**config.mk**
```make
export PLATFORM = sky130hd
export DESIGN_NAME = regfile_dump
export DESIGN_NICKNAME = d
export VERILOG_FILES = /design/src/rtl/regfile_dump.sv
export SDC_FILE = /design/constraint.sdc
export NUM_CORES = 1
export LEC_CHECK = 0
export BUFFER_PORTS_ARGS = -buffer_cell sky130_fd_sc_hd__buf_2
export CORE_UTILIZATION = 35
export DETAILED_ROUTE_END_ITERATION = 12
export GPL_TIMING_DRIVEN = 0
export PLACE_DENSITY_LB_ADDON = 0.25
export SLEW_MARGIN = 10
export SYNTH_ARGS = -nofsm -noshare
export SYNTH_HDL_FRONTEND = slang
export SYNTH_SLANG_ARGS = --single-unit
```
**constraint.sdc**
```tcl
create_clock -name clk -period 3.4 [get_ports clk]
set_input_delay 0.17 -clock clk [delete_from_list [all_inputs] [get_ports clk]]
set_output_delay 0.17 -clock clk [all_outputs]
set_load 0.02 [all_outputs]
```
**src/rtl/regfile_dump.sv**
```systemverilog
// Sweeps register-file indices FIRST_REG..LAST_REG through a combinational read port and
// streams each value over a valid/ready interface, keeping a running 32-bit checksum.
module regfile_dump #(
    parameter int unsigned FIRST_REG = 0,
    parameter int unsigned LAST_REG  = 31
) (
    input  logic        clk,
    input  logic        reset_n,
    input  logic        start,
    output logic [4:0]  rd_addr,
    input  logic [31:0] rd_data,
    output logic        out_valid,
    input  logic        out_ready,
    output logic [31:0] out_data,
    output logic [4:0]  out_addr,
    output logic        out_last,
    output logic        busy,
    output logic        done,
    output logic [31:0] checksum
);

    localparam logic [4:0] FirstIdx = 5'(FIRST_REG);
    localparam logic [4:0] LastIdx  = 5'(LAST_REG);

    typedef enum logic [1:0] {StIdle, StRead, StSend, StDone} state_e;

    state_e      state_q, state_d;
    logic [4:0]  index_q, index_d;
    logic [31:0] out_data_q, out_data_d;
    logic [4:0]  out_addr_q, out_addr_d;
    logic        out_last_q, out_last_d;
    logic        out_valid_q, out_valid_d;
    logic [31:0] checksum_q, checksum_d;

    always_ff @(posedge clk or negedge reset_n) begin
        if (!reset_n) begin
            state_q     <= StIdle;
            index_q     <= '0;
            out_data_q  <= '0;
            out_addr_q  <= '0;
            out_last_q  <= 1'b0;
            out_valid_q <= 1'b0;
            checksum_q  <= '0;
        end else begin
            state_q     <= state_d;
            index_q     <= index_d;
            out_data_q  <= out_data_d;
            out_addr_q  <= out_addr_d;
            out_last_q  <= out_last_d;
            out_valid_q <= out_valid_d;
            checksum_q  <= checksum_d;
        end
    end

    always_comb begin
        state_d     = state_q;
        index_d     = index_q;
        out_data_d  = out_data_q;
        out_addr_d  = out_addr_q;
        out_last_d  = out_last_q;
        out_valid_d = out_valid_q;
        checksum_d  = checksum_q;
        unique case (state_q)
            StIdle: begin
                if (start) begin
                    index_d    = FirstIdx;
                    checksum_d = '0;
                    state_d    = StRead;
                end
            end
            StRead: begin
                // x0 is architecturally zero, whatever the read port returns
                out_data_d  = (index_q == 5'd0) ? 32'd0 : rd_data;
                out_addr_d  = index_q;
                out_last_d  = (index_q == LastIdx);
                out_valid_d = 1'b1;
                state_d     = StSend;
            end
            StSend: begin
                if (out_ready) begin
                    checksum_d  = checksum_q + out_data_q;
                    out_valid_d = 1'b0;
                    if (out_last_q) begin
                        state_d = StDone;
                    end else begin
                        index_d = index_q + 5'd1;
                        state_d = StRead;
                    end
                end
            end
            StDone: begin
                state_d = StIdle;
            end
            default: begin
                state_d = StIdle;
            end
        endcase
    end

    always_comb begin
        rd_addr = (state_q == StIdle) ? FirstIdx : index_q;
        busy    = (state_q != StIdle);
        done    = (state_q == StDone);
    end

    assign out_valid = out_valid_q;
    assign out_data  = out_data_q;
    assign out_addr  = out_addr_q;
    assign out_last  = out_last_q;
    assign checksum  = checksum_q;

endmodule
```
==> results.cfg <==
[critical_path]
cp_top_family = compound AO/OA/AOI/OAI gates
criticalPathCategory = register to register
end_kind = register
cp_common_cell = a31o_4
worstSetupStartpointType = register
critical_path_required_ns = 3.62
worstPathArrival_ns = 3.41
cpPeakStageDelay_ns = 0.39
cp_max_fo = 5
crit_buf_inv = 0
slowest_stage = dfrtp_1
cp_cell_sequence = ha_1 > and4_1 > a221oi_1 > o21ai_1 > a31o_4 > a31o_4 > o41ai_4 > o211ai_2 > a21oi_2 > xor2_1 > a311o_1

[power_and_ir_drop]
pwr-share-clk = 0.249
pwr-share-seq = 0.310
leakagePower_nw = 2.97
sw_frac_of_total = 0.415
switchingPower_mw = 1.88
vdd_drop_max_mv = 0.399
p_comb_frac = 0.441
intPower_mw = 2.66
power-per-cell-area_mw_per_mm2 = 800

[routing]
drtIter0Drc = 138
drt_pass1_iterations = 4
wl_per_cell_um = 15.8
drc = 0
num_vias = 3872
wl_mm = 11.8
detail-route-antenna-nets = 0
vias_per_cell = 5.18

[synthesis]
ys_ff_latch = 78
syn_avg_cell_area_sq_um = 10.1
synth_edf_count = 0
synth_area_sq_mm = 0.00450
yosysSeqAreaShare = 0.434
synth_warnings = 0
syn_inst = 444
async_flop_share = 1.00
synth_flop_cell = dfrtp_1
synth_nets = 515
synth_cell_type_count = 55

[timing]
maxSlewHeadroom = 0.345
fmax_mhz = 314
drv_slew = 0
hold_viol = 0
post-route-worst-setup-slack_ns = 0.211
rsz0062_at_grt = false
setup_tns_ns = 0
finalSetupViolations = 0
whs_ns = 0.0389
finClkSkew_ns = 0.00653
fin_crit_sh = 0.938
worst_pin_slew_ns = 0.982
period_needed_ns = 3.19

[finish]
layout_common_cells = buf_2 (112), dfrtp_1 (78), nand2_1 (46), o21ai_0 (40), a22o_1 (36)
drive_gt1_frac = 0.254
diodes = 0
fin_nets = 641
area_growth_pct = 26.0
utilization = 0.451
final.fill_count = 1232
final_common_cell = buf_2

[clocking]
cts.sinks = 78
numCtsBuffers = 9
path_clk_slew_ns = 0.06
clock_path_buffers = 2
post-cts-setup-buffers = 0
clockRootBuffer = clkbuf_16
tritoncts = yes
ctsHtreeMaxLevel = 3
clock_latency_ns = 0.34

[floorplan]
row_count = 41
core_area_sq_mm = 0.0126
die_w_um = 115
io_pins = 114
fp.dieH_um = 115
start_util = 0.358
die_area_sq_mm = 0.0133

[place]
hpwl_mm = 8.99
gp_congestion = 0.870
dp_slack_ns = 0.282
port-buffer-count = 113

[global_routing]
antenna_found_initial = 0
grt_pass1_wl_mm = 19.0
grt_usage = 0.187
grt.overflow.total = 0
grt_pass1_vias = 3697
grt_max_degree = 62

[run]
maxCapViolCount = 0

[outcome]
status = complete, no violations

[worst_hold_path]
hp-class = input pin to register
==> synth_stat cells, types with 3 or more instances <==
cell type | count | share of area
nor3_1 | 5 | 0.0056
dfrtp_1 | 78 | 0.43
ha_1 | 34 | 0.095
nor2b_1 | 10 | 0.014
nand2_1 | 46 | 0.038
a21o_1 | 16 | 0.027
and3_1 | 4 | 0.0056
mux2_2 | 3 | 0.0075
clkbuf_1 | 14 | 0.012
o21ai_0 | 40 | 0.044
and2_1 | 6 | 0.0083
o21ai_1 | 4 | 0.0044
a22o_1 | 36 | 0.070
inv_1 | 15 | 0.013
nor2_1 | 14 | 0.012
nand2b_1 | 5 | 0.0070
xor2_1 | 14 | 0.027
nand3_1 | 7 | 0.0078
xnor2_1 | 15 | 0.029
a31oi_1 | 4 | 0.0056
o211ai_1 | 3 | 0.0050
o21bai_1 | 3 | 0.0050
a21oi_1 | 27 | 0.030
==> path summary, 6_finish.rpt <==
path / to / cells past startpoint / start / slack [ns]
max: checksum[31] / 11 / out_data[8] / 0.21
min: index_q[2] / 2 / start / 0.04
max reg2reg: checksum[31] / 11 / out_data[8] / 0.21
min reg2reg: out_valid / 2 / out_valid / 0.47
max in group asynchronous: checksum[17] / 3 / reset_n / 2.56
min in group asynchronous: out_data[24] / 2 / reset_n / 0.25
==> state kept, by name, summed over array words and instances (netlist names) <==
| name | count |
|---|---|
| state_q | 2 |
| out_data | 32 |
| checksum | 32 |
| out_last | 1 |
| out_addr | 5 |
| index_q | 5 |
| out_valid | 1 |
==> repair_timing <==
action | CTS | global route
hold endpoints to repair | 17 | 0
endpoints found under the setup margin | 0 | 1
hold buffers | 1 | 0
resized for setup | 0 | 1
==> layout make-up <==
type,count,area (sq um),area share
tap,172,215,0.0379
buffer,15,57.6,0.0101
clock inverter,3,90.1,0.0159
timing repair buffer,115,606,0.107
sequential,78,1950,0.344
clock buffer,13,260,0.0459
multi-input combinational,336,2440,0.429
inverter,15,56.3,0.00993
==> layer usage <==
metal | GRT usage | part of all wire | vias to the layer above
met5 | 0 | 0 | -
met4 | 0.0701 | 0.019 | 0
met3 | 0.0406 | 0.043 | 16
met2 | 0.310 | 0.49 | 95
met1 | 0.238 | 0.45 | 1876
li1 | - | - | 1885
==> through the flow <==
stage | cells | power, mW | instance area (sq um)
floorplan | 444 | 2.76 | 4500
global placement | 729 | 3.39 | 5280
detailed placement | 730 | 3.43 | 5310
CTS | 747 | 4.59 | 5670
global route | 747 | 4.86 | 5670
finish | 747 | 4.54 | 5670
==> power groups by stage <==
| stage | logic [mW] | registers [mW] | clock network, mW |
|---|---|---|---|
| floorplan | 1.10 | 1.67 | 0 |
| global placement | 1.98 | 1.42 | 0 |
| detailed placement | 2.01 | 1.42 | 0 |
| CTS | 2.02 | 1.41 | 1.15 |
| global route | 2.22 | 1.45 | 1.19 |
| finish | 2.00 | 1.41 | 1.13 |
==> cells by family (layout without fill, tap and decap cells) <==
logic type	Yosys count	after routing	synth area share
compound gates	163	163	0.265
flops	78	78	0.434
fa+ha+maj	35	35	0.0990
xor+xnor	29	29	0.0564
buf+inv	30	161	0.0253
mux	3	3	0.00751
simple gates	106	106	0.113
Note: power is estimated with default switching activity, not from simulation.
